===== config.mk =====
export PLATFORM = sky130hd
export DESIGN_NAME = sfp_to_ufp_stream_flat
export DESIGN_NICKNAME = d
export VERILOG_FILES = /design/src/rtl/sfp_to_ufp_stream_if.sv /design/src/rtl/sfp_to_ufp_stream.sv /design/src/flat_wrapper.sv
export SDC_FILE = /design/constraint.sdc
export NUM_CORES = 1
export LEC_CHECK = 0
export BUFFER_PORTS_ARGS = -buffer_cell sky130_fd_sc_hd__buf_2
export CAP_MARGIN = 20
export CELL_PAD_IN_SITES_DETAIL_PLACEMENT = 1
export CELL_PAD_IN_SITES_GLOBAL_PLACEMENT = 1
export CORE_MARGIN = 10
export CORE_UTILIZATION = 44
export DETAILED_ROUTE_END_ITERATION = 7
export GPL_ROUTABILITY_DRIVEN = 0
export PLACE_DENSITY = 0.87
export SLEW_MARGIN = 20
export SYNTH_ARGS = -nofsm -noshare
export SYNTH_HDL_FRONTEND = slang
export SYNTH_SLANG_ARGS = --single-unit
export TNS_END_PERCENT = 1

===== constraint.sdc =====
create_clock -name clk -period 4.15 [get_ports clk]
set_input_delay 0 -clock clk [delete_from_list [all_inputs] [get_ports clk]]
set_output_delay 0 -clock clk [all_outputs]
set_load 0.005 [all_outputs]

===== src/rtl/sfp_to_ufp_stream_if.sv =====
// Valid/ready sample stream carrying one fixed-point word per beat.
interface sfp_to_ufp_stream_if #(
  parameter int W = 8
);
  logic [W-1:0] val;
  logic         valid;
  logic         ready;

  modport master (output val, output valid, input ready);
  modport slave  (input val, input valid, output ready);
endinterface


===== src/rtl/sfp_to_ufp_stream.sv =====
// Signed fixed-point to unsigned fixed-point resize stage: floor on fraction, clip or wrap on integer part.
// One cycle accept-to-valid; output reg plus one skid reg, in_ready drops only when both hold data.
module sfp_to_ufp_stream #(
  parameter int IN_IW  = 5,
  parameter int IN_QW  = 4,
  parameter int OUT_IW = 3,
  parameter int OUT_QW = 2,
  parameter int CLIP   = 1,
  parameter int CNT_W  = 16
) (
  input  logic                 clk,
  input  logic                 rst_n,
  sfp_to_ufp_stream_if.slave   src,
  sfp_to_ufp_stream_if.master  dst,
  output logic                 out_clip,
  output logic [CNT_W-1:0]     clip_cnt,
  input  logic                 clip_clr,
  output logic                 clip_sticky
);

  localparam int IN_WL  = IN_IW + IN_QW;
  localparam int OUT_WL = OUT_IW + OUT_QW;
  localparam int SHR    = (OUT_QW < IN_QW) ? (IN_QW - OUT_QW) : 0;
  localparam int SHL    = (OUT_QW > IN_QW) ? (OUT_QW - IN_QW) : 0;
  localparam int EXT_WL = IN_WL + SHL;
  // One spare bit above the widest operand guarantees a non-empty discard field holding the sign.
  localparam int VW     = ((EXT_WL > OUT_WL) ? EXT_WL : OUT_WL) + 1;

  if (OUT_WL < 1) begin : g_bad_out_wl
    $error("sfp_to_ufp_stream: output word length must be at least 1");
  end
  if (CNT_W < 1) begin : g_bad_cnt_w
    $error("sfp_to_ufp_stream: CNT_W must be at least 1");
  end

  typedef enum logic [1:0] {EMPTY, ONE, FULL} state_t;

  state_t              state;
  logic [OUT_WL-1:0]   out_val;
  logic [OUT_WL-1:0]   skid_val;
  logic                skid_clip;
  logic                out_vld;
  logic                in_rdy;

  logic signed [VW-1:0] ext;
  logic signed [VW-1:0] v;
  logic [OUT_WL-1:0]    conv_val;
  logic                 conv_evt;
  logic                 accept;
  logic                 emit;

  assign ext = VW'(signed'(src.val));
  assign v   = (ext >>> SHR) <<< SHL;

  always_comb begin
    conv_evt = |v[VW-1:OUT_WL];
    conv_val = v[OUT_WL-1:0];
    if (CLIP != 0 && conv_evt) begin
      conv_val = v[VW-1] ? '0 : '1;
    end
  end

  assign accept    = src.valid && in_rdy;
  assign emit      = out_vld && dst.ready;
  assign src.ready = in_rdy;
  assign dst.val   = out_val;
  assign dst.valid = out_vld;

  always_ff @(posedge clk or negedge rst_n) begin
    if (!rst_n) begin
      state     <= EMPTY;
      out_val   <= '0;
      out_clip  <= 1'b0;
      skid_val  <= '0;
      skid_clip <= 1'b0;
      out_vld   <= 1'b0;
      in_rdy    <= 1'b1;
    end else begin
      case (state)
        EMPTY: begin
          if (accept) begin
            out_val  <= conv_val;
            out_clip <= conv_evt;
            out_vld  <= 1'b1;
            state    <= ONE;
          end
        end
        ONE: begin
          if (accept && emit) begin
            out_val  <= conv_val;
            out_clip <= conv_evt;
          end else if (accept) begin
            skid_val  <= conv_val;
            skid_clip <= conv_evt;
            in_rdy    <= 1'b0;
            state     <= FULL;
          end else if (emit) begin
            out_vld <= 1'b0;
            state   <= EMPTY;
          end
        end
        FULL: begin
          if (emit) begin
            out_val  <= skid_val;
            out_clip <= skid_clip;
            in_rdy   <= 1'b1;
            state    <= ONE;
          end
        end
        default: begin
          out_vld <= 1'b0;
          in_rdy  <= 1'b1;
          state   <= EMPTY;
        end
      endcase
    end
  end

  // Events are counted at accept time, so a sample sitting in the skid reg is already counted.
  always_ff @(posedge clk or negedge rst_n) begin
    if (!rst_n) begin
      clip_cnt    <= '0;
      clip_sticky <= 1'b0;
    end else if (clip_clr) begin
      clip_cnt    <= CNT_W'(accept && conv_evt);
      clip_sticky <= accept && conv_evt;
    end else if (accept && conv_evt) begin
      if (clip_cnt != '1) begin
        clip_cnt <= clip_cnt + CNT_W'(1);
      end
      clip_sticky <= 1'b1;
    end
  end

endmodule


===== src/flat_wrapper.sv =====
// flat-port wrapper written by rule: the top's interface ports become plain ports
module sfp_to_ufp_stream_flat 
#(
  parameter int IN_IW  = 5,
  parameter int IN_QW  = 4,
  parameter int OUT_IW = 3,
  parameter int OUT_QW = 2,
  parameter int CLIP   = 1,
  parameter int CNT_W  = 16
)
  (clk, rst_n, out_clip, clip_cnt, clip_clr, clip_sticky, src_val, src_valid, src_ready, dst_val, dst_valid, dst_ready);
  sfp_to_ufp_stream_if #(.W(9)) src_i ();
  sfp_to_ufp_stream_if #(.W(5)) dst_i ();
  input  logic clk;
  input  logic rst_n;
  output logic out_clip;
  output logic [CNT_W-1:0] clip_cnt;
  input  logic clip_clr;
  output logic clip_sticky;
  input wire logic [$bits(src_i.val)-1:0] src_val;
  input wire logic [$bits(src_i.valid)-1:0] src_valid;
  output wire logic [$bits(src_i.ready)-1:0] src_ready;
  output wire logic [$bits(dst_i.val)-1:0] dst_val;
  output wire logic [$bits(dst_i.valid)-1:0] dst_valid;
  input wire logic [$bits(dst_i.ready)-1:0] dst_ready;
  assign src_i.val = src_val;
  assign src_i.valid = src_valid;
  assign src_ready = src_i.ready;
  assign dst_val = dst_i.val;
  assign dst_valid = dst_i.valid;
  assign dst_i.ready = dst_ready;
  sfp_to_ufp_stream #(.IN_IW(IN_IW), .IN_QW(IN_QW), .OUT_IW(OUT_IW), .OUT_QW(OUT_QW), .CLIP(CLIP), .CNT_W(CNT_W)) u_core (.clk(clk), .rst_n(rst_n), .src(src_i), .dst(dst_i), .out_clip(out_clip), .clip_cnt(clip_cnt), .clip_clr(clip_clr), .clip_sticky(clip_sticky));
endmodule

==> results.txt, run 1 <==
Once layout is complete, the utilization of the core stands at 0.532. In this run, distinct cell masters in the synthesized netlist total 44. The wire-length estimate of the detail-placed layout is 3560 um. The type of destination of the critical path is a flop. The flow ran to the end, and the final reports show no timing, DRC or antenna violations. In the synthesized netlist the dominant register cell turns out to be sky130_fd_sc_hd__dfrtp_1. The clock latency on the worst-skew pair is 280 ps. The number of flops mapped to enable cells by yosys is 0. The number of nets with antenna violations after routing is 0. The static leakage came out at 1.02 nW. Of the available clock period, the critical path in the final layout requires 0.469. In this run, placement finished with an instance count of 254. The type of the setup path with the least slack is flop to flop.

The end of the worst register-to-register path is u_core.clip_cnt[4]. Once routing completed, OpenROAD measured the worst setup slack at 2200 ps. Data arrives at the worst endpoint at 2130 ps. The number of synthesized register bits is 33. The area of the core region came out at 3970 sq um. The gate count of the mapped netlist is 174. The maximum number of pins on one net before global-route repair came out at 34. The source of the worst hold timing path is clip_clr. The post-CTS resize count is 0. The mean area per synthesized cell came out at 10.3 sq um. The depth of the worst register-to-register path came out at 5. After routing the design area is 2110 sq um. The number of antenna diodes in the final layout is 0. The final max-slew violation count is 0.

The floorplan die area came out at 7020 sq um. The clock skew is 7.47 ps. The total of buffers placed on input and output ports came out at 36. The number of nets in the synthesized netlist is 189. The cell at the root of the clock tree is sky130_fd_sc_hd__clkbuf_8. Data on the critical path is required at its endpoint by 4330 ps. At the pin with the least slew margin, the transition time is 738 ps. The number of violations reported at the end of detailed-routing iteration 0 is 81. The number of I/O pins is 39.

The chip height is 83.8 um. Dividing total power by cell area gives a power density of 279 nW/um^2. STA classifies the critical path startpoint as a flop. From left edge to right edge, the die measures 83.8 um. The share of synthesized registers carrying an async set or reset came out at 1.00. Detailed routing inserted a total of 1531 vias. Max-cap violations in this run came to 0. The reg-to-reg setup timing slack is 2200 ps. Summed over all failing endpoints, the final setup total negative slack is 0 ps. The post-CTS setup buffer count came out at 0.

The worst hold path was traced through 2 stages. Final hold analysis gives a worst-case slack of 121 ps. The number of clock sinks is 33.

Setup repair after global routing left no endpoint under its margin. The post-detailed-placement cell area came out at 2010 sq um. In the final layout, the share of cells above drive strength 1 is 0.329.

The first-pass iteration count of the detailed router is 4. The top fanout value on the critical path came out at 9. The combined global-route utilization of all metal layers came out at 0.142. Buffers inserted during clock tree synthesis total 5. The worst min-delay path category is input pin to flop.

The worst slew margin relative to its limit is 0.508. Dividing the detail-routed wire length by the instance count gives 18.1 um. The initial core utilization came out at 0.451. The number of global-route vias before repair came out at 1699. The area overhead of the layout relative to synthesis came out at 18.0%. For this run, the number of Yosys warnings is 0. The H-tree level count came out at 2.

The longest clock path from root to sink contains 2 buffers. After layout, the design draws a total of 0.588 mW. The worst register-to-register path begins at u_core.clip_cnt[0]. The sequential-to-total area share from yosys stat is 0.462. The global route total overflow is 0. The final non-filler cell total came out at 263. The total length of routed wires came out at 4760 um.

After clock tree synthesis, the clock-pin slew on the worst setup and hold paths is 70 ps. The layout net count came out at 228. The worst-case vdd ir drop came out at 119 uV.

The setup-violating endpoint count in the final report is 0. The first global-routing pass estimated 8450 um of wire. The final count of hold timing violations is 0. The final critical delay including setup and external delays is 1950 ps. The initial antenna violation count is 0. The synthesized netlist occupies a cell area of 1790 sq um. TritonCTS built the clock tree. For this run, design rule violations remaining after detail routing come to 0. The terminating pin of the worst hold path is u_core.clip_cnt[5]. Timing would allow up to 0.514 GHz. The ratio of routed vias to standard cells is 5.82. The number of placement rows is 23.

The total of fill cells in the finished design is 476. At the placement stage, the worst setup path has a slack of 2250 ps.
layout by cell type (no fill, tap or decap), types with 3 or more instances in the layout:
| master | netlist | routed |
|---|---|---|
| sky130_fd_sc_hd__mux2_2 | 17 | 17 |
| sky130_fd_sc_hd__nand2_1 | 11 | 11 |
| sky130_fd_sc_hd__o21ai_0 | 4 | 4 |
| sky130_fd_sc_hd__a211oi_1 | 4 | 4 |
| sky130_fd_sc_hd__nor2_1 | 23 | 23 |
| sky130_fd_sc_hd__and3_1 | 3 | 3 |
| sky130_fd_sc_hd__clkbuf_8 | 0 | 6 |
| sky130_fd_sc_hd__buf_2 | 3 | 36 |
| sky130_fd_sc_hd__nor2b_1 | 3 | 3 |
| sky130_fd_sc_hd__nand3_1 | 4 | 4 |
| sky130_fd_sc_hd__nor3_1 | 6 | 6 |
| sky130_fd_sc_hd__a21oi_1 | 15 | 15 |
| sky130_fd_sc_hd__dfrtp_1 | 32 | 32 |
| sky130_fd_sc_hd__a31oi_1 | 5 | 5 |
worst max-delay path by stage:
stage / slack [ps] / end / from
floorplan: 2530 / u_core.clip_cnt[10] / u_core.clip_cnt[0]
global placement: 2240 / u_core.clip_cnt[4] / u_core.clip_cnt[1]
detailed placement: 2250 / u_core.clip_cnt[4] / u_core.clip_cnt[0]
CTS: 2210 / u_core.clip_cnt[4] / u_core.clip_cnt[0]
global route: 1990 / u_core.clip_cnt[4] / u_core.clip_cnt[0]
finish: 2200 / u_core.clip_cnt[4] / u_core.clip_cnt[0]
routing by layer:
layer	vias to the layer above	routed length [um]	GRT usage
met3	7	279	0.0420
met4	0	48	0.0365
met5	-	0	0
li1	733	-	-
met2	39	2410	0.241
met1	752	2020	0.168
sequential cells by signal, indices dropped and copies added (netlist names):
name	count
u_core.skid_val	5
u_core.dst.val	5
u_core.state	2
u_core.dst.valid	1
u_core.out_clip	1
u_core.clip_cnt	16
u_core.clip_sticky	1
u_core.src.ready	1
u_core.skid_clip	1
critical path: stages, from the launching register on:
cell                       delay [ps]
sky130_fd_sc_hd__dfrtp_1          430
sky130_fd_sc_hd__ha_1             270
sky130_fd_sc_hd__nand3_1          240
sky130_fd_sc_hd__nor3_2           450
sky130_fd_sc_hd__a21oi_1          180
sky130_fd_sc_hd__a211oi_1         280
repair_timing:
item / CTS / global route
endpoints found under the hold margin: 33 / 0
setup endpoints to repair: 0 / 0
hold buffers: 2 / 0
cells by family (layout without fill, tap and decap cells):
group,Yosys count,after routing,share of synthesized area
adders and majority gates,1,1,0.00699
DFF,33,33,0.462
AOI/OAI and AO/OA,45,45,0.178
and+or+nand+nor,70,70,0.227
muxes,17,17,0.107
buffers and inverters,8,47,0.0189
power by group:
part / internal (mW) / switching (mW)
Combinational: 0.00966 / 0.0186
Clock: 0.131 / 0.107
Sequential: 0.322 / 0
Total: 0.463 / 0.125
cells in the mapped netlist (2+ instances only):
cell | number | area share
sky130_fd_sc_hd__clkbuf_1 | 3 | 0.0063
sky130_fd_sc_hd__a21o_1 | 2 | 0.0084
sky130_fd_sc_hd__nor3_2 | 2 | 0.011
sky130_fd_sc_hd__or4_1 | 2 | 0.0084
sky130_fd_sc_hd__nor2_1 | 23 | 0.048
sky130_fd_sc_hd__nand2b_1 | 2 | 0.0070
sky130_fd_sc_hd__nand2_1 | 11 | 0.023
sky130_fd_sc_hd__a31oi_1 | 5 | 0.017
sky130_fd_sc_hd__buf_2 | 3 | 0.0084
sky130_fd_sc_hd__mux2_2 | 17 | 0.11
sky130_fd_sc_hd__a21oi_1 | 15 | 0.042
sky130_fd_sc_hd__inv_1 | 2 | 0.0042
sky130_fd_sc_hd__o21ai_0 | 4 | 0.011
sky130_fd_sc_hd__o2111a_1 | 2 | 0.013
sky130_fd_sc_hd__nor2b_1 | 3 | 0.010
sky130_fd_sc_hd__nor3_1 | 6 | 0.017
sky130_fd_sc_hd__nor4_1 | 2 | 0.0070
sky130_fd_sc_hd__nand3_1 | 4 | 0.011
sky130_fd_sc_hd__o31ai_1 | 2 | 0.0084
sky130_fd_sc_hd__dfrtp_1 | 32 | 0.45
sky130_fd_sc_hd__and3_1 | 3 | 0.010
sky130_fd_sc_hd__a211oi_1 | 4 | 0.017
sky130_fd_sc_hd__or3_1 | 2 | 0.0070
sky130_fd_sc_hd__and2_1 | 2 | 0.0070
sky130_fd_sc_hd__a311oi_1 | 2 | 0.0098
final cells by class:
class,count,area (sq um),share of cell area
Timing Repair Buffer,38,200,0.0948
Tap cell,50,62.6,0.0296
Inverter,2,7.51,0.00355
Clock buffer,7,86.3,0.0409
Sequential cell,33,827,0.392
Multi-Input combinational cell,133,928,0.440
Power figures use the tool's default switching activity.
==> run 2, diff against run 1 <==
CORE_UTILIZATION = 41   (was 44)
PLACE_DENSITY = 0.82   (was 0.87)
clock period = 2 ns   (was 4.15 ns; I/O delays follow)
==> run 2 against run 1 <==
Compared with the run above:
- core utilization is 0.49 points lower
- cell count is 1.9% higher
- non-clock buffer count is 4 higher
- die area is 5.5% higher
- final area is 2.7% higher
- clock skew is 2.6 ps lower
==> results.txt, run 2 (synthesized netlist as in run 1, its figures left out) <==
The run finished with clean final reports. The cell depth of the worst min-delay path came out at 2. The clock tree buffer depth came out at 2. The floorplan step set the die height to 86.1 um.

The worst slew margin relative to its limit is 0.506. The total of fill cells in the finished design is 484. Entering global routing, the biggest net connects 34 pins.

The library cell used most frequently in the layout, excluding fill and tap cells, is sky130_fd_sc_hd__buf_2. The initial antenna violation count is 0. In the global route stage, overall resource usage came out at 0.136.

The worst min-delay path category is input pin to flop. The reg-to-reg startpoint is u_core.src.ready. The register ranked first by flip-flop count is u_core.clip_cnt. The final cell area excluding filler cells came out at 2170 sq um. The flip-flop count of the largest register after layout came out at 16. For this run, global-route usage on met2 was measured as 0.243. The global-route wire length before repair came out at 8190 um. In this run the most used layer during global routing was met2.

The top fanout value on the critical path came out at 8. The area of the core region came out at 4120 sq um. The ratio of routed vias to standard cells is 5.91.

The die covers 7410 sq um. The H-tree generated during clock tree synthesis spans 2 levels. IR analysis of the VDD net gives a maximum drop of 228 uV.

TritonCTS built the clock tree. The multi-input combinational cells in the finished layout cover a total of 940 sq um. Across all layers, the routed design uses 1583 vias.

The final-layout setup total negative slack is 0 ps. The clock skew is 4.83 ps. The routing usage on met1 is 0.140. Detailed placement ended at an HPWL of 3720 um. The area overhead of the layout relative to synthesis came out at 21.2%.

The post-route DRC violation count came out at 0. The static leakage is 1.07 nW. Clock-pin slew was measured on the worst setup and hold paths at 70 ps. The achievable clock frequency is 0.537 GHz. The largest incremental delay on the critical path is 620 ps. The post-CTS setup buffer count came out at 0.

In the layout the commonest cells are sky130_fd_sc_hd__buf_2, sky130_fd_sc_hd__dfrtp_1, sky130_fd_sc_hd__nor2_1, sky130_fd_sc_hd__mux2_2, sky130_fd_sc_hd__a21oi_1. For the worst setup path, the data required time is 2170 ps. The worst hold path begins at clip_clr. The area taken by flip-flops and latches is 827 sq um. The endpoint arrival time on the critical path came out at 2030 ps.

The type of the setup path with the least slack is flop to flop. Before antenna repair, the detailed router went through 4 iterations. The post-detailed-placement cell area came out at 2040 sq um. The worst register-to-register path has a setup slack of 140 ps. The setup-violating endpoint count in the final report came out at 0. The number of global-route vias before repair is 1724. For hold timing, the worst endpoint is u_core.clip_cnt[14]. The initial core utilization came out at 0.435. The max-capacitance violation count is 0. Once routing completed, OpenROAD measured the worst setup slack at 136 ps. The final max-slew violation count is 0. The TritonCTS buffer count came out at 5. The total length of routed wires came out at 5040 um. In this run the clock root is driven by a sky130_fd_sc_hd__clkbuf_8. The final count of hold timing violations came out at 0. The power per unit of standard cell area is 590 nW/um^2. The number of clock sinks is 33. Walking the worst path, the cells encountered are nand2_1 -> nor2_1 -> a22o_1 -> mux2_2.

The worst-case setup slack after placement came out at 87.3 ps. The number of violations reported at the end of detailed-routing iteration 0 is 39. The final design utilization is 0.527. The number of antenna repair diodes came out at 0. The type of destination of the critical path is a flop.

The pin slew with the least headroom to its limit came out at 741 ps. The endpoint identified for the worst register-to-register timing path is u_core.dst.val[4]. Of the available clock period, the critical path in the final layout requires 0.932.

The total of buffers placed on input and output ports is 36. For met3 alone, demand over resource in global routing was 0.0501. The average routed wire per standard cell is 18.8 um. The clock latency on the worst-skew pair came out at 280 ps. The number of I/O pins is 39. The layout net count is 232.

The final critical delay including setup and external delays is 1860 ps. The global route total overflow is 0. The die width is 86.1 um. The depth of the worst register-to-register path came out at 4. The number of placement rows came out at 23. In the final layout, the share of cells above drive strength 1 is 0.353. The launching element type of the critical path is a flop. The slowest cell on the critical path is sky130_fd_sc_hd__dfstp_2. The number of nets with antenna violations after routing came out at 0.
-- run 2: worst max-delay path, delay by kind of cell, from the launching register on --
| kind | cells | cell delay (ps) |
|---|---|---|
| DFF | 1 | 620 |
| muxes | 1 | 380 |
| and+or+nand+nor | 2 | 360 |
| AOI/OAI and AO/OA | 1 | 380 |
-- run 2: area by class of cell --
cell class,count,area share
multi-input cells,133,0.433
flip-flops and latches,33,0.381
repair buffers,42,0.106
clock buffers,7,0.0444
well taps,50,0.0289
inverters,2,0.00346
clock inverters,1,0.00231
-- run 2: how the worst max path moves through the flow --
stage | startpoint | end | cells past startpoint | slack (ps)
final | u_core.src.ready | u_core.dst.val[4] | 4 | 140
after global routing | u_core.clip_cnt[0] | u_core.clip_cnt[4] | 5 | -30
after CTS | u_core.clip_cnt[0] | u_core.clip_cnt[4] | 5 | 90
after detailed placement | u_core.clip_cnt[0] | u_core.clip_cnt[4] | 5 | 90
after global placement | u_core.clip_cnt[0] | u_core.clip_cnt[10] | 5 | 190
after floorplan | u_core.clip_cnt[0] | u_core.clip_cnt[10] | 4 | 380
-- run 2: report_power, final --
group          leakage (nW)  internal (mW)  switching (mW)
Clock                0.0542          0.311           0.241
Sequential            0.452          0.667               0
Combinational         0.559         0.0202          0.0389
-- run 2: routing by layer --
metal	up-vias	share of wire
met5	-	0
met2	45	0.54
met3	7	0.060
li1	746	-
met1	785	0.39
met4	0	0.014
-- run 2: timing repair --
item                                    4_1_cts  5_1_grt
hold buffers                                  2        0
endpoints found under the setup margin        0        4
endpoints found under the hold margin        33        0
gates resized for setup                       0        2
-- run 2: through the flow --
step | hold slack [ps] | instances | power [mW]
floorplan | -296 | 174 | 0.706
global placement | 101 | 258 | 0.734
detailed placement | 117 | 258 | 0.737
CTS | 102 | 268 | 1.30
global route | 134 | 268 | 1.34
finish | 112 | 268 | 1.28
==> run 3, diff against run 2 <==
--- a/config.mk
+++ b/config.mk
@@ -6,5 +6,5 @@
 export NUM_CORES = 1
 export LEC_CHECK = 0
-export BUFFER_PORTS_ARGS = -buffer_cell sky130_fd_sc_hd__buf_2
+export BUFFER_PORTS_ARGS = -buffer_cell sky130_fd_sc_hd__buf_4
 export CAP_MARGIN = 20
 export CELL_PAD_IN_SITES_DETAIL_PLACEMENT = 1
==> constraint.sdc (replaced) <==
create_clock -name clk -period 2 [get_ports clk]
set_input_delay 0 -clock clk [delete_from_list [all_inputs] [get_ports clk]]
set_output_delay 0 -clock clk [all_outputs]
set_load 0.01 [all_outputs]
==> run 3 against run 2 <==
Compared with the run above:
- non-clock buffer count down 1
- die area unchanged
- flip-flop and latch count unchanged
- cell count down 0.37%
- sequential power about the same
- sequential share of layout area down 1.1 points
- worst hold slack worse by 88 ps
- clock power down 11%
- largest cell class unchanged
- highest routed layer unchanged
==> results.txt, run 3 (synthesized netlist as in run 1, its figures left out) <==
The run finished with clean final reports. The signal on the critical path passes through nand2_1 -> nor2_1 -> a22o_1 -> mux2_2. The launching element type of the critical path is a flop. The detailed-route via count came out at 1567.

The worst-case IR drop observed on VDD is 314 uV. The post-CTS setup buffer count came out at 0. The combined global-route utilization of all metal layers came out at 0.135. The post-route worst hold slack is 23.8 ps. On the critical path, the stage with the largest delay is an instance of sky130_fd_sc_hd__dfstp_2. The ratio of routed vias to standard cells is 5.87. The initial antenna violation count came out at 0.

The die is 86.1 um tall. The setup path with the least slack is of type flop to flop. After detailed routing, the total wire length is 4910 um. The post-route DRC violation count is 0. The placed wire-length estimate came out at 3650 um. In the final design database the tool counted 231 nets. The final count of hold timing violations is 0. The cell sitting at the root of the clock tree is a sky130_fd_sc_hd__clkbuf_8. The first-pass iteration count of the detailed router came out at 4. Counting every sink on the clock net gives 33. The first global-routing pass estimated 8270 um of wire. The number of global-route vias before repair came out at 1714. The floorplan die area came out at 7410 sq um.

The static leakage came out at 1.06 nW. For this run, the top clock speed supported by timing is 0.530 GHz. The number of nets with antenna violations after routing came out at 0. Setup repair after global routing left no endpoint under its margin. The tool flagged a number of max-cap violations equal to 0. The critical path contains buffers and inverters numbering 0 combined.

The number of placement rows came out at 23. The final max-slew violation count came out at 0. Of all nets on the critical path, the largest fanout is 8. The worst setup path is captured at a flop.

The tightest min-delay check is of the input pin to flop type. The area overhead of the layout relative to synthesis came out at 24.8%. The TritonCTS clock tree is built. The maximum number of pins on one net before global-route repair came out at 34. In the final layout, flip-flops and latches occupy 827 sq um. The clock input transition at the sequential cells of the worst setup and hold paths is 70 ps. The register ranked first by flip-flop count is u_core.clip_cnt. The flip-flop count of the largest register after layout is 16. The number of I/O pins came out at 39. The post-route clock period utilization came out at 0.943. The global route total overflow is 0. Setup violations remaining at the end of the flow were counted as 0.

The count of buffers added on input and output ports is 36. On the critical path the largest part of the delay comes from flip-flops. Leaving out fill and tap cells, the most frequent cell in the layout is sky130_fd_sc_hd__buf_4. The area of combinational cells with multiple inputs is 940 sq um. The final critical delay including setup and external delays is 1890 ps. The critical path required time is 2170 ps.

The average routed wire per standard cell is 18.4 um. In the final layout, the share of cells above drive strength 1 is 0.346. The final-layout setup total negative slack came out at 0 ps. For the worst setup path, the data arrival time is 2050 ps. Measured against its own limit, the worst slew margin works out to 0.662. The clock latency on the worst-skew pair came out at 280 ps.

The TritonCTS buffer count is 5. The total of fill cells in the finished design came out at 479. The pin slew with the least headroom to its limit is 506 ps. The initial core utilization is 0.435. The largest incremental delay on the critical path came out at 620 ps.

The number of antenna repair diodes came out at 0. Leaving out fill and tap cells, the most frequent cells in the layout are sky130_fd_sc_hd__buf_4, sky130_fd_sc_hd__dfrtp_1, sky130_fd_sc_hd__nor2_1, sky130_fd_sc_hd__mux2_2, sky130_fd_sc_hd__a21oi_1. The clock tree buffer depth is 2. The core region is 4120 sq um.

The clock skew is 3.88 ps. The number of violations reported at the end of detailed-routing iteration 0 is 69. The power per unit of standard cell area is 547 nW/um^2.

CTS built an H-tree with a depth of 2. The floorplan step set the die width to 86.1 um. For this run, the share of the core covered by cells in the final layout is 0.542.
-- run 3: changes by cell type in the layout (fill, tap and decap cells not counted), sizes merged --
cell | previous run | this run
buf | 40 | 39
clkinv | 1 | 2
clkbuf | 7 | 6
-- run 3: worst paths after layout --
path / from / to / slack [ps] / cells after the start
hold reg to reg: u_core.clip_sticky / u_core.clip_sticky / 510 / 1
setup / recovery: u_core.src.ready / u_core.dst.val[4] / 110 / 4
min in group asynchronous: rst_n / u_core.dst.valid / 190 / 2
max in group asynchronous: rst_n / u_core.src.ready / 1480 / 2
hold / removal: clip_clr / u_core.clip_cnt[14] / 20 / 2
setup reg to reg: u_core.src.ready / u_core.dst.val[4] / 110 / 4
-- run 3: metrics by stage --
step / instance area [sq um] / cells / setup WS, ps / total power [mW]
2_1_floorplan: 1790 / 174 / 339 / 0.706
3_3_place_gp: 2120 / 257 / 184 / 0.740
3_5_place_dp: 2120 / 257 / 122 / 0.743
4_1_cts: 2220 / 267 / 98.5 / 1.24
5_1_grt: 2230 / 267 / 9.33 / 1.28
6_report: 2230 / 267 / 114 / 1.22
-- run 3: power breakdown --
group,switching (mW),internal [mW],total [mW]
Sequential,0,0.667,0.667
Combinational,0.0380,0.0264,0.0644
Clock,0.247,0.241,0.489
-- run 3: area by class of cell --
type | count | share of cell area
clock buffers | 6 | 0.0325
clock inverters | 2 | 0.00448
inverters | 2 | 0.00336
multi-input cells | 133 | 0.421
flip-flops and latches | 33 | 0.371
well taps | 50 | 0.0280
repair buffers | 41 | 0.140
-- run 3: what timing repair did --
item                                    4_1_cts  5_1_grt
hold buffers                                  2        0
endpoints found under the setup margin        0        5
resized for setup                             0        2
hold endpoints to repair                     34        0
-- run 3: per-layer routing --
layer,track usage,vias to the layer above,routed length [um]
met5,0,-,0
met4,0.0524,0,87
met3,0.0397,10,201
met2,0.238,33,2540
met1,0.148,787,2080
li1,-,737,-
